### src/rtl/seq11011_scan_ctrl.sv
// Round-robin scan controller: serializes a granted word MSB-first into an embedded
// Moore "11011" non-overlapping detector, counts matches and pulses done.
module seq11011_scan_ctrl #(
  parameter int W  = 16,
  parameter int CW = 4
) (
  input  logic          clk,
  input  logic          rst,
  input  logic          req0,
  input  logic [W-1:0]  data0,
  input  logic          req1,
  input  logic [W-1:0]  data1,
  output logic          gnt0,
  output logic          gnt1,
  output logic          busy,
  output logic          ser_bit,
  output logic          d,
  output logic          done,
  output logic          owner,
  output logic [CW-1:0] count
);

  localparam int BW = $clog2(W + 1);

  localparam logic [1:0] ST_IDLE  = 2'd0;
  localparam logic [1:0] ST_SHIFT = 2'd1;
  localparam logic [1:0] ST_DONE  = 2'd2;

  localparam logic [2:0] S0 = 3'd0;
  localparam logic [2:0] S1 = 3'd1;
  localparam logic [2:0] S2 = 3'd2;
  localparam logic [2:0] S3 = 3'd3;
  localparam logic [2:0] S4 = 3'd4;
  localparam logic [2:0] S5 = 3'd5;

  logic [1:0]    state;
  logic [2:0]    det_state;
  logic [2:0]    det_next;
  logic [W-1:0]  shreg;
  logic [BW-1:0] bit_cnt;
  logic          last_served;
  logic          any_req;
  logic          pick1;

  // Requester 1 wins when alone, or when both ask and requester 0 was served last.
  always_comb begin
    any_req = req0 | req1;
    pick1   = req1 & (~req0 | ~last_served);
  end

  // NOTE: every variable assigned in always_comb gets a default first so no latch is inferred.
  always_comb begin
    det_next = S0;
    case (det_state)
      S0:      det_next = ser_bit ? S1 : S0;
      S1:      det_next = ser_bit ? S2 : S0;
      S2:      det_next = ser_bit ? S2 : S3;
      S3:      det_next = ser_bit ? S4 : S0;
      S4:      det_next = ser_bit ? S5 : S0;
      S5:      det_next = ser_bit ? S1 : S0;
      default: det_next = S0;
    endcase
  end

  assign ser_bit = (state == ST_SHIFT) ? shreg[W-1] : 1'b0;
  assign busy    = (state != ST_IDLE);
  assign done    = (state == ST_DONE);
  assign d       = (det_state == S5);

  // NOTE: sequential state uses non-blocking assignments only, so every register
  // samples the pre-edge values of its neighbours regardless of statement order.
  always_ff @(posedge clk or negedge rst) begin
    if (!rst) begin
      state       <= ST_IDLE;
      det_state   <= S0;
      shreg       <= '0;
      bit_cnt     <= '0;
      last_served <= 1'b1;
      owner       <= 1'b0;
      count       <= '0;
      gnt0        <= 1'b0;
      gnt1        <= 1'b0;
    end else begin
      gnt0 <= 1'b0;
      gnt1 <= 1'b0;
      case (state)
        ST_IDLE: begin
          if (any_req) begin
            shreg       <= pick1 ? data1 : data0;
            owner       <= pick1;
            last_served <= pick1;
            count       <= '0;
            bit_cnt     <= '0;
            det_state   <= S0;
            gnt0        <= ~pick1;
            gnt1        <= pick1;
            state       <= ST_SHIFT;
          end
        end
        ST_SHIFT: begin
          det_state <= det_next;
          shreg     <= {shreg[W-2:0], 1'b0};
          bit_cnt   <= bit_cnt + BW'(1);
          // Count saturates instead of wrapping.
          if (det_next == S5 && count != {CW{1'b1}})
            count <= count + CW'(1);
          if (bit_cnt == BW'(W - 1))
            state <= ST_DONE;
        end
        ST_DONE: begin
          state     <= ST_IDLE;
          det_state <= S0;
        end
        default: begin
          state     <= ST_IDLE;
          det_state <= S0;
        end
      endcase
    end
  end

endmodule

### config.mk
export PLATFORM = sky130hd
export DESIGN_NAME = seq11011_scan_ctrl
export DESIGN_NICKNAME = d
export VERILOG_FILES = /design/src/rtl/seq11011_scan_ctrl.sv
export SDC_FILE = /design/constraint.sdc
export NUM_CORES = 1
export LEC_CHECK = 0
export ABC_AREA = 1
export ABC_CLOCK_PERIOD_IN_PS = 1100
export CORE_MARGIN = 3
export CORE_UTILIZATION = 50
export CTS_BUF_LIST = sky130_fd_sc_hd__clkbuf_8
export DETAILED_ROUTE_END_ITERATION = 8
export DONT_BUFFER_PORTS = 1
export HOLD_SLACK_MARGIN = 0.03
export PLACE_DENSITY = 0.68
export SLEW_MARGIN = 20
export SYNTH_ARGS = -nofsm -noshare
export SYNTH_HDL_FRONTEND = slang
export SYNTH_SLANG_ARGS = --single-unit
export TNS_END_PERCENT = 5
### constraint.sdc
create_clock -name clk -period 1.1 [get_ports clk]
set_input_delay 0.11 -clock clk [delete_from_list [all_inputs] [get_ports clk]]
set_output_delay 0.11 -clock clk [all_outputs]
set_load 0.01 [all_outputs]
# Word level (Yosys, flattened, before mapping)
# Cells that the tools add are included.
# word_totals
register_bits,34
in_bits,36
out_inout_bits,11
elab_cells,64
# classes
add_sub_neg,2
n_eq_ne,13
muxes,24
bitwise_logic,6
n_reduce_logical,10
# op_table
op,count
16-bit two-way mux,2
16-bit case mux with 2 select lines,1
3-bit case mux with 5 select lines,1
5-bit case mux with 2 select lines,1
"3-bit equality test, second input constant",3
3-bit two-way mux,3
4-bit two-way mux,2
4-bit case mux with 2 select lines,1
1-bit two-way mux,7
"3-bit by 2-bit equality test with 1-bit output, second input constant",2
2-bit two-way mux,3
3-bit case mux with 2 select lines,1
2-bit AND reduction,3
"5-bit by 1-bit adder with 5-bit output, second input constant",1
"5-bit by 4-bit equality test with 1-bit output, second input constant",1
5-bit two-way mux,1
"4-bit by 1-bit adder with 4-bit output, second input constant",1
"2-bit by 1-bit != test with 1-bit output, second input constant",2
"4-bit != test, second input constant",1
2-bit case mux with 2 select lines,1
2-bit nonzero test,2
"3-bit by 1-bit equality test with 1-bit output, second input constant",1
3-bit zero test,1
1-bit NOT,3
other kinds (9),10

# Depth between registers and ports, before layout
# Gate-level depths: netlist of run 1.
# logic_depth
word_depth,8
ltp_mapped,9
ltp_nobuf,9

# Least setup slack after synthesis of run 1
# No wires, ideal clock.
# synth_timing
path_type,flip-flop to flip-flop
from,register count[0]
to,register count[0]
setup_ns,0.117
arrival_time_ns,1.112
t_required_ns,0.983
slack_ns,-0.129
path_stages_with_launch,10
n_path_buf,0
period_less_slack_ns,1.229
path_cell_list,dfrtp_1 ha_1 nand2_1 inv_1 nand2_1 nand2_1 nand2_2 nand2_2 nand2_1 nand2_1
# synth_via
elab_chain_len,4
elab_cells_between_ends,7
cone_classes,add/sub: 1; eq/ne: 2; mux: 2; reduce/logical: 2
# synth_rtl
item,line_no,text
"start, declared",20,output logic [CW-1:0] count
"start signal, assigned",106,count <= count + CW'(1);
branches (longest 4 deep; another with 4-bit by 1-bit adder with 4-bit output),n/a,
# Several ways; the timed one is not identified. The select of a mux whose other input is x is not followed.
# A chain may end at the register's enable or synchronous reset.

# Worst setup path after layout of run 1
# layout_timing
from,register state[1]
to,register shreg[2]
# layout_via
elab_chain_len,3
elab_cells_between_ends,6
cone_classes,eq/ne: 2; mux: 1; reduce/logical: 3
# layout_rtl
item,line_no,text
"start, declared",36,logic [1:0] state;
"start signal, assigned",74,state <= ST_IDLE;
"start signal, assigned",97,state <= ST_SHIFT;
"start signal, assigned",108,state <= ST_DONE;
2-bit by 1-bit equality test with 1-bit output or 2-bit zero test (tied branches),86,case (state)
2-bit nonzero test (no line) or 2-bit != test (tied branches),n/a,
2-bit AND reduction (no line),n/a,
"end signal, assigned",89,shreg <= pick1 ? data1 : data0;
"end signal, assigned",102,"shreg <= {shreg[W-2:0], 1'b0};"
"end, declared",39,logic [W-1:0] shreg;
# Parallel ways exist; a longest one is shown, timed or not.

==> results of run 1 <==
routing by layer:
layer / vias to the layer above / track usage / part of all wire
met4: 0 / 0.107 / 0.019
met2: 34 / 0.325 / 0.49
met5: - / 0 / 0
met1: 788 / 0.257 / 0.45
met3: 5 / 0.0578 / 0.042
li1: 823 / - / -
area by class of cell:
cell class                      instances  area share
Sequential cell                        34       0.336
Clock inverter                          2      0.0236
Multi-Input combinational cell        157       0.347
Tap cell                               46      0.0227
Timing Repair Buffer                   43       0.192
Inverter                               29      0.0458
Clock buffer                            6      0.0325
state kept, by name (all words and copies together), names as in the netlist:
signal       count
shreg           16
det_state        3
count            4
state            2
last_served      1
gnt0             1
owner            1
bit_cnt          5
gnt1             1
what timing repair did:
action                     CTS  global route
setup buffers                5             1
hold buffers                 5             0
setup endpoints to repair   36            38
gates resized for setup     12            28
pin swaps                    2             5
hold endpoints to repair    36             0
cloned                       0             3
worst max-delay path, cell delays in order, from the launching register on:
cell and delay, ns:
dfrtp_1 0.41, buf_6 0.13, nor2_4 0.10, buf_6 0.13, nand2_4 0.07, nand2_8 0.11
clkbuf_16 0.15, nand2_1 0.04, o211ai_1 0.10
cells by family (layout without fill, tap and decap cells):
kind of cell    Yosys count  after routing  synth area share
buf+inv                  37             80            0.0973
simple gates            108            108             0.250
fa+ha+maj                 3              3            0.0207
compound gates           46             46             0.162
flops                    34             34             0.470
where the power goes:
part	internal (mW)	switching, mW	total (mW)
logic	1.55	1.46	3.01
registers	1.74	0.359	2.10
clock network	0.967	0.486	1.45
total	4.25	2.30	6.55
how the worst max path moves through the flow:
stage                           start  depth (start not counted)        end  slack (ns)
after detailed placement  last_served                          6  shreg[14]       -0.12
after global placement    last_served                          6  shreg[14]       -0.08
after CTS                    state[1]                          5       busy       -0.22
final                        state[1]                          8   shreg[2]       -0.24
after global routing         state[1]                          8   shreg[2]       -0.32
after floorplan              count[0]                          9   count[2]       -0.09
cells in the final DEF, fill, tap and decap left out, drive strengths merged, types with 4 or more instances in the layout:
cell type / instances
nand3: 8
nor2: 18
o21ai: 22
clkbuf: 9
o211ai: 15
dfrtp: 33
inv: 29
a21oi: 5
dlygate4sd3: 4
nand2: 78
buf: 36
==> flow_summary.json, run 1 <==
{
  "outcome": "finished with violations",
  "violations": "setup timing",
  "setup_ws_ns": -0.241,
  "cp-end-kind": "flop",
  "timing.critical_path.arrival_ns": 1.54,
  "report.power.total_mw": 6.55,
  "synth_nets": 267,
  "insertion_delay_ns": 0.30,
  "path_clk_slew_ns": 0.07,
  "tritoncts": "done",
  "syn_area_per_cell_um2": 7.95,
  "p_per_area_mw_per_mm2": 2580,
  "yosysUniqueCellTypes": 29,
  "grt_overflow": 0,
  "synth.cells.most_frequent": "nand2_1 (72), dfrtp_1 (33), inv_1 (27)",
  "hold_class": "in2reg",
  "maxSlewHeadroom": 0.822,
  "cts_root_buf": "clkbuf_8",
  "htree_levels": 2,
  "synth_edf_count": 0,
  "portBuffers": 0,
  "initial_core_util": 0.531,
  "ys_warn_count": 0,
  "nNetsFinal": 309,
  "routed_wl_mm": 4.58,
  "fin_worst_skew_ns": 0.00795,
  "synth_seq_cells": 34,
  "yosysTopAreaCellShare": 0.455,
  "register_area_um2": 855,
  "place_worst_setup_slack_ns": -0.120,
  "hold_ws_ns": 0.0535,
  "drtIter0Drc": 80,
  "synth.most_common_cell": "nand2_1",
  "layout-drive-gt1-share": 0.321,
  "reg2reg_to": "shreg[2]",
  "place.gp.congestion": 0.850,
  "vias": 1650,
  "drc": 0,
  "diodes": 0,
  "leakage_nw": 1.25,
  "ys_top_cells_by_area": "dfrtp_1 (46%), nand2_1 (15%), inv_1 (5.6%)",
  "synth_cells": 228,
  "cts_buffers": 5,
  "rows": 21,
  "timing.final.crit_share": 1.22,
  "ff2ff_setup_slack_ns": -0.24,
  "post_drt_wl_per_cell_um": 14.4,
  "drv_slew": 0,
  "fillCellCount": 243,
  "synth_area_mm2": 0.00181,
  "via_per_inst": 5.21,
  "cts.sinks": 34,
  "fin_tns_setup_ns": -5.87,
  "max-vdd-ir-drop_uv": 2160,
  "min_period_ns": 1.34,
  "tightest_slew_ns": 0.265,
  "finalHoldViolCount": 0,
  "rsz0062_at_grt": "true",
  "grt_max_degree": 35,
  "placed_cell_area_mm2": 0.00209,
  "syn_to_final_growth_pct": 40.1,
  "cp_max_fo": 5,
  "chipWidth_um": 66.2,
  "ff2ff_path_depth": 8,
  "critPathLaunchType": "flop",
  "drv_cap": 0,
  "grt_pass1_vias": 1485,
  "dieArea_mm2": 0.00438,
  "synth_seq_area_share": 0.470,
  "hold_depth": 2,
  "hold_start": "data1[5]",
  "firstDrtPassIters": 4,
  "placed_cells": 295,
  "synth-async-reset-ratio": 1.00,
  "yosys.area.top_type": "dfrtp_1",
  "grtUsageTotal": 0.206,
  "core_mm2": 0.00342,
  "detail-route-antenna-nets": 0,
  "clockBufferDepth": 2,
  "worstPathRequired_ns": 1.30,
  "setup_violations": 37,
  "crit_type": "reg2reg",
  "synth_flop_cell": "dfrtp_1",
  "r2r-start": "state[1]",
  "clock.fmax_mhz": 746,
  "final_area_mm2": 0.00254,
  "fin_util": 0.744,
  "layout.cells.non_filler": 317,
  "antenna_found_initial": 0,
  "die_h_um": 66.2,
  "grt_pass1_wl_mm": 6.67,
  "ioPinCount": 47,
  "hpwl_mm": 2.60,
  "multi_input_area_um2": 882,
  "holdPathEnd": "shreg[5]"
}
Note: power is estimated with default switching activity, not from simulation.
==> run 2: changes to the inputs <==
- CELL_PAD_IN_SITES_DETAIL_PLACEMENT: not set -> 1
- CELL_PAD_IN_SITES_GLOBAL_PLACEMENT: not set -> 1
- CORE_UTILIZATION: 50 -> 43
- PLACE_DENSITY: 0.68 -> not set
- PLACE_DENSITY_LB_ADDON: not set -> 0.1
==> flow_summary.json, run 2 (synthesis gave the netlist of run 1 again) <==
{
  "fin_tns_setup_ns": -4.49,
  "insertion_delay_ns": 0.28,
  "holdPathEnd": "det_state[0]",
  "r2r-start": "last_served",
  "routed_wl_mm": 5.17,
  "timing.critical_path.arrival_ns": 1.50,
  "critPathLaunchType": "flop",
  "hold_class": "in2reg",
  "vias": 1675,
  "rows": 22,
  "drtIter0Drc": 66,
  "multi_input_area_um2": 865,
  "post_drt_wl_per_cell_um": 16.5,
  "place_worst_setup_slack_ns": -0.166,
  "cp-end-kind": "flop",
  "maxSlewHeadroom": 0.802,
  "register_area_um2": 855,
  "cts.sinks": 34,
  "p_int_mw": 3.56,
  "syn_to_final_growth_pct": 30.6,
  "final_common_cell": "nand2_1",
  "p_clk_frac": 0.165,
  "place.gp.congestion": 0.777,
  "leakage_nw": 1.15,
  "hold_depth": 3,
  "drv_slew": 0,
  "layout-drive-gt1-share": 0.272,
  "top_register": "shreg",
  "path_clk_slew_ns": 0.07,
  "reg2reg_to": "shreg[14]",
  "diodes": 0,
  "grt_overflow": 0,
  "ioPinCount": 47,
  "tightest_slew_ns": 0.295,
  "hold_start": "req1",
  "min_period_ns": 1.35,
  "setup_violations": 37,
  "grt_pass1_vias": 1832,
  "dieArea_mm2": 0.00503,
  "grt_max_degree": 35,
  "switching_share": 0.388,
  "tritoncts": "done",
  "grtUsageTotal": 0.218,
  "clock.fmax_mhz": 741,
  "die_h_um": 70.9,
  "power_switching_mw": 2.26,
  "worstPathRequired_ns": 1.25,
  "hpwl_mm": 3.31,
  "core_mm2": 0.00385,
  "violations": "setup timing",
  "nNetsFinal": 303,
  "cts_root_buf": "clkbuf_8",
  "p_per_area_mw_per_mm2": 2460,
  "firstDrtPassIters": 4,
  "initial_core_util": 0.470,
  "cp_max_fo": 16,
  "rsz0062_at_grt": "true",
  "clockBufferDepth": 2,
  "portBuffers": 0,
  "via_per_inst": 5.35,
  "max-vdd-ir-drop_uv": 948,
  "detail-route-antenna-nets": 0,
  "reg_top3": "shreg: 16 flops, bit_cnt: 5 flops, count: 4 flops",
  "timing.final.crit_share": 1.23,
  "chipWidth_um": 70.9,
  "drv_cap": 0,
  "finalHoldViolCount": 0,
  "setup_ws_ns": -0.250,
  "grt_pass1_wl_mm": 8.72,
  "ff2ff_path_depth": 6,
  "seqPwrFrac": 0.356,
  "fillCellCount": 460,
  "ff2ff_setup_slack_ns": -0.25,
  "most-common-layout-cells": "nand2_1 (66), dfrtp_1 (31), inv_1 (27)",
  "cts_buffers": 5,
  "outcome": "finished with violations",
  "largest_reg_flops": 16,
  "drc": 0,
  "htree_levels": 2,
  "crit_type": "reg2reg",
  "antenna_found_initial": 0,
  "fin_worst_skew_ns": 0.00122,
  "comb_power_share": 0.480
}
[run 2: what timing repair did]
action	CTS	global route
gates cloned	0	1
pin swaps	4	4
hold buffers	5	0
endpoints found under the hold margin	36	0
endpoints found under the setup margin	36	38
resized for setup	14	18
buffers inserted	5	0
[run 2: worst max-delay path by stage]
stage,start,end,slack [ns]
2_1_floorplan,count[0],count[2],-0.09
3_3_place_gp,state[1],count[3],-0.1
3_5_place_dp,state[1],count[3],-0.17
4_1_cts,last_served,shreg[3],-0.18
5_1_grt,last_served,shreg[14],-0.29
6_report,last_served,shreg[14],-0.25
[run 2: through the flow]
step	util	cell area, um2	hold WS, ns	instances	total power [mW]
after floorplan	-	1820	-0.186	228	3.47
after global placement	0.531	2040	-0.185	294	4.15
after detailed placement	0.531	2040	-0.185	294	4.31
after CTS	0.595	2290	0.0321	312	5.64
after global routing	0.614	2370	0.0371	313	6.28
final	0.614	2370	0.0304	313	5.82
[run 2: critical path, stage by stage (launching register included)]
cell,delay [ns]
dfstp_2,0.54
nand2_2,0.07
nand2_4,0.09
clkbuf_16,0.17
nand2_1,0.07
o21ai_0,0.13
o211ai_1,0.15
[run 2: routing by layer]
| layer | vias up | GRT usage | routed length [um] |
|---|---|---|---|
| met5 | - | 0 | 0 |
| met4 | 0 | 0.0501 | 30 |
| met3 | 5 | 0.0426 | 192 |
| met2 | 47 | 0.395 | 2820 |
| met1 | 822 | 0.264 | 2120 |
| li1 | 801 | - | - |
[run 2: cell type report]
class / count / area share
Multi-Input combinational cell: 157 / 0.365
Tap cell: 48 / 0.0254
Clock inverter: 2 / 0.00370
Clock buffer: 6 / 0.0349
Sequential cell: 34 / 0.361
Inverter: 29 / 0.0481
Timing Repair Buffer: 37 / 0.162
[run 2: power groups by stage]
stage	Clock, mW	Combinational (mW)	Sequential (mW)
6_report	0.959	2.79	2.07
5_1_grt	1.03	3.11	2.14
4_1_cts	0.965	2.61	2.06
3_5_place_dp	0	2.25	2.05
3_3_place_gp	0	2.12	2.03
2_1_floorplan	0	1.43	2.03
==> run 3: changes to the inputs <==
- CORE_MARGIN: 3 -> 2
==> flow_summary.json, run 3 (synthesis gave the netlist of run 1 again) <==
{
  "outcome": "finished with violations",
  "violations": "setup timing",
  "vias": 1696,
  "hold_ws_ns": 0.0817,
  "post_drt_wl_per_cell_um": 16.7,
  "setup_ws_ns": -0.210,
  "grt_pass1_vias": 1742,
  "tritoncts": "done",
  "critPathSlowestCell": "dfrtp_1",
  "min_period_ns": 1.31,
  "finalHoldViolCount": 0,
  "hpwl_mm": 3.35,
  "multi_input_area_um2": 902,
  "grt_max_degree": 35,
  "layout-drive-gt1-share": 0.325,
  "register_area_um2": 855,
  "via_per_inst": 5.38,
  "die_h_um": 68.9,
  "core_mm2": 0.00403,
  "timing.critical_path.arrival_ns": 1.20,
  "drc": 0,
  "fin_worst_skew_ns": 0.0105,
  "largest_reg_flops": 16,
  "detail-route-antenna-nets": 0,
  "cp_top_family": "flip-flops",
  "routed_wl_mm": 5.26,
  "cts_buffers": 5,
  "drv_cap": 0,
  "max-vdd-ir-drop_uv": 813,
  "cts.sinks": 34,
  "initial_core_util": 0.450,
  "crit_type": "reg2out",
  "report.power.total_mw": 5.85,
  "worstPathRequired_ns": 0.99,
  "ff2ff_path_depth": 5,
  "timing.final.crit_share": 1.19,
  "p_per_area_mw_per_mm2": 2410,
  "reg_top3": "shreg: 16 flops, bit_cnt: 5 flops, count: 4 flops",
  "clockBufferDepth": 2,
  "drv_slew": 0,
  "cpMostUsedCell": "buf_6",
  "firstDrtPassIters": 4,
  "max_stage_delay_ns": 0.41,
  "rsz0062_at_grt": "true",
  "ioPinCount": 47,
  "cp_max_fo": 3,
  "cp.depth": 5,
  "grt_pass1_wl_mm": 7.67,
  "syn_to_final_growth_pct": 34.1,
  "htree_levels": 2,
  "fillCellCount": 475,
  "portBuffers": 0,
  "final_common_cell": "nand2_1",
  "chipWidth_um": 68.9,
  "path_clk_slew_ns": 0.07,
  "hold_depth": 2,
  "critPathLaunchType": "flop",
  "grtUsageTotal": 0.223,
  "leakage_nw": 1.17,
  "clock.fmax_mhz": 764,
  "antenna_found_initial": 0,
  "place.gp.congestion": 0.768,
  "tightest_slew_ns": 0.387,
  "setup_violations": 36,
  "grt_overflow": 0,
  "rows": 23,
  "insertion_delay_ns": 0.29,
  "nNetsFinal": 303,
  "cp-end-kind": "primary output",
  "diodes": 0,
  "cts_root_buf": "clkbuf_8",
  "maxSlewHeadroom": 0.742,
  "top_register": "shreg",
  "path_cells": "buf_6, nor2_4, buf_6, inv_4, buf_6",
  "dieArea_mm2": 0.00475,
  "most-common-layout-cells": "nand2_1 (62), dfrtp_1 (31), inv_1 (23)",
  "drtIter0Drc": 28,
  "hold_class": "in2reg",
  "critPathBufInv": 4
}
run 3: cell count changes in the layout (fill, tap and decap cells not counted), moves of 2 or more:
cell	delta
nor2_2	+2
inv_1	-4
o21ai_1	-2
o21ai_2	+3
nand2_1	-4
nor2_1	-2
o22ai_2	+2
o22ai_1	-2
inv_2	+5
nand2_2	+3
buf_4	-7
buf_6	+6
run 3: path summary, 6_finish.rpt:
kind	slack (ns)	start	endpoint
max	-0.21	state[1]	busy
min	0.08	data1[4]	shreg[4]
max reg2reg	-0.19	last_served	shreg[13]
min reg2reg	0.48	bit_cnt[3]	bit_cnt[3]
max in group asynchronous	0.57	rst	last_served
min in group asynchronous	0.27	rst	det_state[1]
run 3: cell type report:
type                       count  share of cell area
timing repair buffer          37               0.170
clock buffer                   5              0.0283
sequential                    34               0.352
multi-input combinational    157               0.371
clock inverter                 3             0.00463
inverter                      29              0.0489
tap                           50              0.0257
run 3: what timing repair did:
action,CTS,global route
hold endpoints to repair,37,1
endpoints found under the setup margin,37,39
pin swaps,4,5
cloned,0,2
resized for setup,27,30
setup buffers,3,0
hold buffers,5,1
run 3: stage by stage:
stage	worst slack, ns	setup TNS, ns	cell area (um2)	cells	utilization
after floorplan	-0.0897	-1.18	1820	228	-
after global placement	-0.0891	-1.74	2050	296	0.508
after detailed placement	-0.161	-3.29	2050	296	0.508
after CTS	-0.224	-4.61	2270	312	0.563
after global routing	-0.256	-6.61	2430	315	0.603
final	-0.210	-4.31	2430	315	0.603
run 3: power breakdown:
part	total, mW	internal, mW	switching, mW
Combinational	2.91	1.36	1.54
Clock	0.867	0.422	0.445
Sequential	2.08	1.74	0.341
Total	5.85	3.52	2.33
run 3: metal layers:
metal	routed length (um)	part of all wire	global-route usage
met5	0	0	0
met4	106	0.020	0.0858
met3	197	0.037	0.0633
met2	2910	0.55	0.409
met1	2040	0.39	0.241
